<file path="config.mk">
export PLATFORM = sky130hd
export DESIGN_NAME = mode_counter
export DESIGN_NICKNAME = d
export VERILOG_FILES = /design/src/rtl/mode_counter_pkg.sv /design/src/rtl/mode_counter_next.sv /design/src/rtl/mode_counter.sv
export SDC_FILE = /design/constraint.sdc
export NUM_CORES = 1
export LEC_CHECK = 0
export CAP_MARGIN = 30
export CORE_AREA = 2 2 39 41
export DETAILED_ROUTE_END_ITERATION = 8
export DIE_AREA = 0 0 41 43
export HOLD_SLACK_MARGIN = 0.06
export PLACE_DENSITY = 0.72
export SLEW_MARGIN = 40
export SYNTH_ARGS = -nofsm -noshare
export SYNTH_HDL_FRONTEND = slang
export SYNTH_SLANG_ARGS = --single-unit
</file>
<file path="constraint.sdc">
create_clock -name clk -period 2.59 [get_ports clk]
set_clock_uncertainty 0.1 [all_clocks]
set_input_delay 0.518 -clock clk [delete_from_list [all_inputs] [get_ports clk]]
set_output_delay 0.518 -clock clk [all_outputs]
set_load 0.01 [all_outputs]
</file>
<file path="src/rtl/mode_counter_pkg.sv">
// Shared mode encoding for the multi-mode counter and its next-value logic.
package mode_counter_pkg;

  typedef enum logic [1:0] {
    MODE_EVEN = 2'b00,
    MODE_ODD  = 2'b01,
    MODE_UP   = 2'b10,
    MODE_DOWN = 2'b11
  } mode_t;

endpackage

</file>
<file path="src/rtl/mode_counter_next.sv">
// Combinational successor of the counter value for a given mode, plus wrap flag.
// Define MODE_COUNTER_SATURATE_EN to clamp at the mode's extreme instead of wrapping.
module mode_counter_next
  import mode_counter_pkg::*;
#(
  parameter int WIDTH = 4
) (
  input  logic [WIDTH-1:0] count_i,
  input  mode_t            mode_i,
  output logic [WIDTH-1:0] next_o,
  output logic             wrap_o
);

  localparam logic [WIDTH-1:0] MAX_VAL  = {WIDTH{1'b1}};
  localparam logic [WIDTH-1:0] MAX_EVEN = {{(WIDTH-1){1'b1}}, 1'b0};

  logic [1:0]     step;
  logic [WIDTH:0] result;
  logic           boundary;

  // Even/odd modes take a short step when the current LSB is misaligned.
  always_comb begin
    step = 2'd1;
    case (mode_i)
      MODE_EVEN: step = count_i[0] ? 2'd1 : 2'd2;
      MODE_ODD:  step = count_i[0] ? 2'd2 : 2'd1;
      default:   step = 2'd1;
    endcase
  end

  // The extra MSB of the widened result is the carry (or borrow for DOWN).
  always_comb begin
    if (mode_i == MODE_DOWN) begin
      result = {1'b0, count_i} - (WIDTH+1)'(1);
    end else begin
      result = {1'b0, count_i} + (WIDTH+1)'(step);
    end
    boundary = result[WIDTH];
  end

  always_comb begin
    next_o = result[WIDTH-1:0];
    wrap_o = boundary;
`ifdef MODE_COUNTER_SATURATE_EN
    if (boundary) begin
      case (mode_i)
        MODE_EVEN: next_o = MAX_EVEN;
        MODE_DOWN: next_o = '0;
        default:   next_o = MAX_VAL;
      endcase
    end
`endif
  end

endmodule

</file>
<file path="src/rtl/mode_counter.sv">
// Multi-mode counter (even/odd/up/down) with load, enable and registered wrap pulse.
// Optional MODE_COUNTER_SATURATE_EN build clamps instead of wrapping (see mode_counter_next).
module mode_counter
  import mode_counter_pkg::*;
#(
  parameter int               WIDTH   = 4,
  parameter logic [WIDTH-1:0] RST_VAL = '0
) (
  input  logic             clk,
  input  logic             rst,
  input  logic             en,
  input  logic [1:0]       mode,
  input  logic             load,
  input  logic [WIDTH-1:0] load_val,
  output logic [WIDTH-1:0] count,
  output logic             wrap,
  output logic             parity_ok
);

  logic [WIDTH-1:0] count_q, count_d;
  logic             wrap_q, wrap_d;
  logic [WIDTH-1:0] next_val;
  logic             next_wrap;
  mode_t            mode_s;

  assign mode_s = mode_t'(mode);

  mode_counter_next #(.WIDTH(WIDTH)) u_next (
    .count_i (count_q),
    .mode_i  (mode_s),
    .next_o  (next_val),
    .wrap_o  (next_wrap)
  );

  // Load beats enable; reset is applied in the flop block and beats both.
  always_comb begin
    count_d = count_q;
    wrap_d  = 1'b0;
    if (load) begin
      count_d = load_val;
    end else if (en) begin
      count_d = next_val;
      wrap_d  = next_wrap;
    end
  end

  always_ff @(posedge clk) begin
    if (rst) begin
      count_q <= RST_VAL;
      wrap_q  <= 1'b0;
    end else begin
      count_q <= count_d;
      wrap_q  <= wrap_d;
    end
  end

  always_comb begin
    case (mode_s)
      MODE_EVEN: parity_ok = ~count_q[0];
      MODE_ODD:  parity_ok = count_q[0];
      default:   parity_ok = 1'b1;
    endcase
  end

  assign count = count_q;
  assign wrap  = wrap_q;

endmodule

</file>
Word-level counts from Yosys, hierarchy flattened --
Index checks and enable logic that the tools add are counted.
Word-level totals: register bits after elaboration 5, input bits 10
Cells by class: add/sub/neg operators 2, equality and inequality tests 2, multiplexer cells 7, bitwise logic cells 2, reduce and logical (&&, ||, !) cells 3
Operator list (count):
- 2-to-1 mux 4 bit | 2
- adder 4 x 2 -> 5 bit | 1
- 2-to-1 mux 5 bit | 1
- subtractor 4 x 1 -> 5 bit, second input constant | 1
- 2-to-1 mux 2 bit | 2
- case mux 2 bit (2 select lines) | 1
- OR reduction 3 bit | 1
- == test 2 x 1 -> 1 bit, second input constant | 1
- == test 2 bit, second input constant | 1
- logical NOT 2 bit | 1
- inverter 1 bit | 2
- case mux 1 bit (2 select lines) | 1
- nonzero test 2 bit | 1

Logic depth before layout (Yosys ltp) --
word-level depth 6, depth in mapped cells 10

By module --
From an unflattened synthesis, not the netlist that was laid out.
Unflattened totals: cell total of the unflattened synthesis 42, area, all modules 400.4 sq um
Modules (own cells, without submodules):
- mode_counter | times used 1, cells an instance 22, area each 235.2 sq um, seq. area each 100.1 sq um
- mode_counter_next | times used 1, cells an instance 20, area each 165.2 sq um, seq. area each 0.0 sq um

Worst setup path before layout --
Ideal clock, no wire load.
path kind input-to-reg, start point input port mode[0], end point register wrap_q, in the netlist wrap, library setup time 65 ps, arrival time 2260 ps, required time 2425 ps, setup slack 165 ps, cell stages on the path 9, path buffers 0, cell sequence xor2_1 > or2_2 > ha_1 > nand2_1 > fa_1 > a21o_1 > a21oi_1 > xnor2_1 > nor2b_1
Between the ends: cells in the longest elaborated chain, start to end 4
RTL lines:
- from (decl) | line mode_counter.sv:12 | input logic [1:0] mode,
- == test 2 x 1 -> 1 bit or logical NOT 2 bit (tied branches) | line mode_counter_next.sv:24 | case (mode_i)
- case mux 2 bit (2 select lines) | line mode_counter_next.sv:24
- adder 4 x 2 -> 5 bit | line mode_counter_next.sv:36 | result = {1'b0, count_i} + (WIDTH+1)'(step);
- 2-to-1 mux 5 bit * | line mode_counter_next.sv:33 | if (mode_i == MODE_DOWN) begin
- to (signal assigned) | line mode_counter.sv:53 | wrap_q <= wrap_d;
- to (decl) | line mode_counter.sv:21 | logic wrap_q, wrap_d;
Every way passes the cells marked *; elsewhere a longest branch is shown, timed or not. A chain may end at the register's enable or synchronous reset.

Worst setup path in the final report --
start point input port mode[1], end point register count_q[3], in the netlist count[3]
Between the ends: cells in the longest elaborated chain, start to end 6
RTL lines:
- == test 2 x 1 -> 1 bit or logical NOT 2 bit (tied branches) | line mode_counter_next.sv:24
- case mux 2 bit (2 select lines) | line mode_counter_next.sv:24
- adder 4 x 2 -> 5 bit | line mode_counter_next.sv:36
- 2-to-1 mux 5 bit * | line mode_counter_next.sv:33
- 2-to-1 mux 4 bit * | line mode_counter.sv:41 | end else if (en) begin
- 2-to-1 mux 4 bit * | line mode_counter.sv:39 | if (load) begin
- to (signal assigned) | line mode_counter.sv:52 | count_q <= count_d;
- to (decl) | line mode_counter.sv:20 | logic [WIDTH-1:0] count_q, count_d;
Every way passes the cells marked *; elsewhere a longest branch is shown, timed or not. The select of a mux whose other input is x is not followed.

==> out/qor.csv <==
stage,metric,value,unit
placement,post-place-cells,81,
power_and_ir_drop,p_seq_frac,0.285,
power_and_ir_drop,clkPwrFrac,0.278,
sta,rsz0062_at_grt,false,
die,core.rowCount,14,
global_route,grt_max_degree,10,
setup_path,ff2ff_setup_slack,0.36,ns
global_route,track_usage,0.131,
logic_synthesis,yosysWarnings,0,
routing,wl,831,µm
routing,wire_per_inst,9.78,µm
clock_network,clkSinkCount,5,
die,start_util,0.294,
die,die_y,43,µm
logic_synthesis,synth_top_cells_by_area,"dfxtp_1 (25%), ha_1 (12%), xnor2_1 (6.5%)",
global_route,grt_overflow,0,
logic_synthesis,synth.avg_cell_area,8.84,µm²
clock_network,postCtsSetupBuffers,0,
die,core-area,1380,µm²
logic_synthesis,synthesis.area,407,µm²
finish,syn_to_final_growth,61.2,%
logic_synthesis,synth_seq_cells,5,
setup_path,critPathMaxFanout,2,
clock_network,ctsLongestPathBuffers,2,
routing,drt_pass1_iterations,2,
setup_path,required,2.61,ns
global_route,grt_pass1_vias,387,
finish,seq_area,100,µm²
routing,num_vias,394,
clock_network,root_buffer,clkbuf_4,
die,die_w,41,µm
sta,report.final.setup_viol,0,
setup_path,critical_path_class,in2reg,
finish,layout_common_cells,"clkdlybuf4s50_1 (14), nor2_1 (5), dfxtp_1 (5), buf_4 (5)",
logic_synthesis,syn_inst,46,
global_route,antenna_found_initial,0,
clock_network,hold_buffers,0,
power_and_ir_drop,swShare,0.296,
logic_synthesis,synth_nets,61,
die,io-pin-count,16,
clock_network,clk_latency,0.24,ns
logic_synthesis,netlist.area_leader.share,0.246,
setup_path,critPathCaptureType,flop,
sta,setup_tns,0,ns
clock_network,tritoncts,built,
logic_synthesis,synth_cell_types,23,
setup_path,crit_start,mode[1],
power_and_ir_drop,switching_power,0.0000952,W
setup_path,arrival,2.44,ns
finish,fillers,139,
sta,slew_viol_final,0,
sta,worst_pin_slew,0.304,ns
worst_hold_path,hold_start,count[0],
worst_hold_path,hold_end,count[0],
clock_network,cts_made_buffers,3,
sta,period_share,0.935,
routing,via_per_inst,4.64,
setup_path,reg2reg_from,count[0],
sta,max_freq,413,MHz
clock_network,path_clk_slew,0.04,ns
finish,fin_util,0.474,
clock_network,htreeDepth,1,
finish,drive_above_1_share,0.217,
die,die_area,1760,µm²
worst_hold_path,hp-class,reg2reg,
power_and_ir_drop,p_int,0.000226,W
job,cap_violations,0,
finish,antenna_cells,0,
power_and_ir_drop,combPwrFrac,0.437,
logic_synthesis,synth_top_cell_by_area,dfxtp_1,
power_and_ir_drop,leakagePower,0.285,nW
routing,postRouteAntennaNets,0,
placement,gp_congestion,0.774,
logic_synthesis,yosysSeqAreaShare,0.246,
finish,multi_input_area,315,µm²
finish,instances_no_fill,85,
sta,holdWs,0.582,ns
placement,hpwl,656,µm
finish,final_nets,85,
sta,fin_crit,2.42,ns
power_and_ir_drop,irDropWorstVdd,369,µV
routing,drc_errors,0,
worst_hold_path,worstHoldPathCells,2,
outcome,status,finished clean,
sta,relSlewSlack,0.797,
setup_path,r2r_cells,10,
sta,finalHoldViolCount,0,
setup_path,reg2reg_to,count[3],
routing,initialDrtViolationCount,4,
finish,final_common_cell,clkdlybuf4s50_1,
power_and_ir_drop,powerDensity,491,nW/µm²
placement,portBuffers,15,
global_route,grt_pass1_wl,1590,µm
setup_path,cp-start-kind,primary input,
==> worst max-delay path, stage by stage <==
cell and delay [ns]:
clkdlybuf4s50_1 0.41, or2_4 0.25, ha_1 0.27, nand2_1 0.08, buf_4 0.14, ha_1 0.16, a21o_1 0.18, a31o_1 0.19
xnor2_1 0.15, o22ai_1 0.09
==> per-layer routing <==
layer | GRT usage | vias up | wire length, µm
met2 | 0.181 | 9 | 421
met5 | 0 | - | 0
li1 | - | 206 | -
met3 | 0.0157 | 2 | 30
met4 | 0.0800 | 0 | 22
met1 | 0.185 | 177 | 357
==> how the worst max path moves through the flow <==
stage               slack, ns  depth (start not counted)        to
global route             0.04                         10  count[3]
finish                   0.17                         10  count[3]
floorplan                0.16                          9      wrap
global placement        -0.37                         10      wrap
detailed placement      -0.39                         10      wrap
CTS                      0.08                         10  count[3]
==> synth_stat cells <==
cell type	instances
dfxtp_1	5
a21oi_1	4
inv_1	2
or3b_1	1
or2_2	1
nor2_1	5
nand2_1	2
fa_1	1
nor3b_1	1
nor2b_1	2
o21bai_4	1
o21ai_0	2
a21o_1	2
buf_6	1
mux2i_1	1
nor3_1	1
a211oi_1	2
a31o_1	1
o22ai_1	1
xnor2_1	3
xor2_1	1
nand2b_1	2
ha_1	4
==> state kept, by name, indices dropped and copies added, names as in the netlist <==
register / count
wrap: 1
count: 4
==> layout make-up <==
cell class              count  area share
inverters                   2      0.0115
clock buffers               4      0.0401
multi-input cells          38       0.481
well taps                  16      0.0305
repair buffers             20       0.284
flip-flops and latches      5       0.153
==> what timing repair did <==
item | CTS | global route
setup endpoints to repair | 3 | 3
gates cloned | 0 | 0
endpoints found under the hold margin | 0 | 0
gates resized for setup | 4 | 3
pin swaps | 1 | 1
==> power groups by stage <==
stage | Sequential (W) | Combinational (W) | Clock [W]
global route | 0.0000927 | 0.000159 | 0.0000977
CTS | 0.0000917 | 0.000138 | 0.0000935
finish | 0.0000916 | 0.000141 | 0.0000895
floorplan | 0.0000944 | 0.0000716 | 0
global placement | 0.0000920 | 0.000128 | 0
detailed placement | 0.0000921 | 0.000129 | 0
==> stage by stage <==
step	setup slack, ns	power, W	instance area [µm²]
floorplan	0.165	0.000166	407
global placement	-0.371	0.000220	603
detailed placement	-0.386	0.000222	603
CTS	0.0826	0.000324	647
global route	0.0407	0.000349	656
finish	0.168	0.000322	656
==> kinds of logic after synthesis <==
logic type,Yosys count,share of synthesized area
and+or+nand+nor,15,0.194
AOI/OAI and AO/OA,13,0.231
xor gates and xnor gates,4,0.0862
DFF,5,0.246
adders and majority gates,5,0.172
muxes,1,0.0246
buffers and inverters,3,0.0462
No activity file was read; power rests on OpenSTA's default activity.
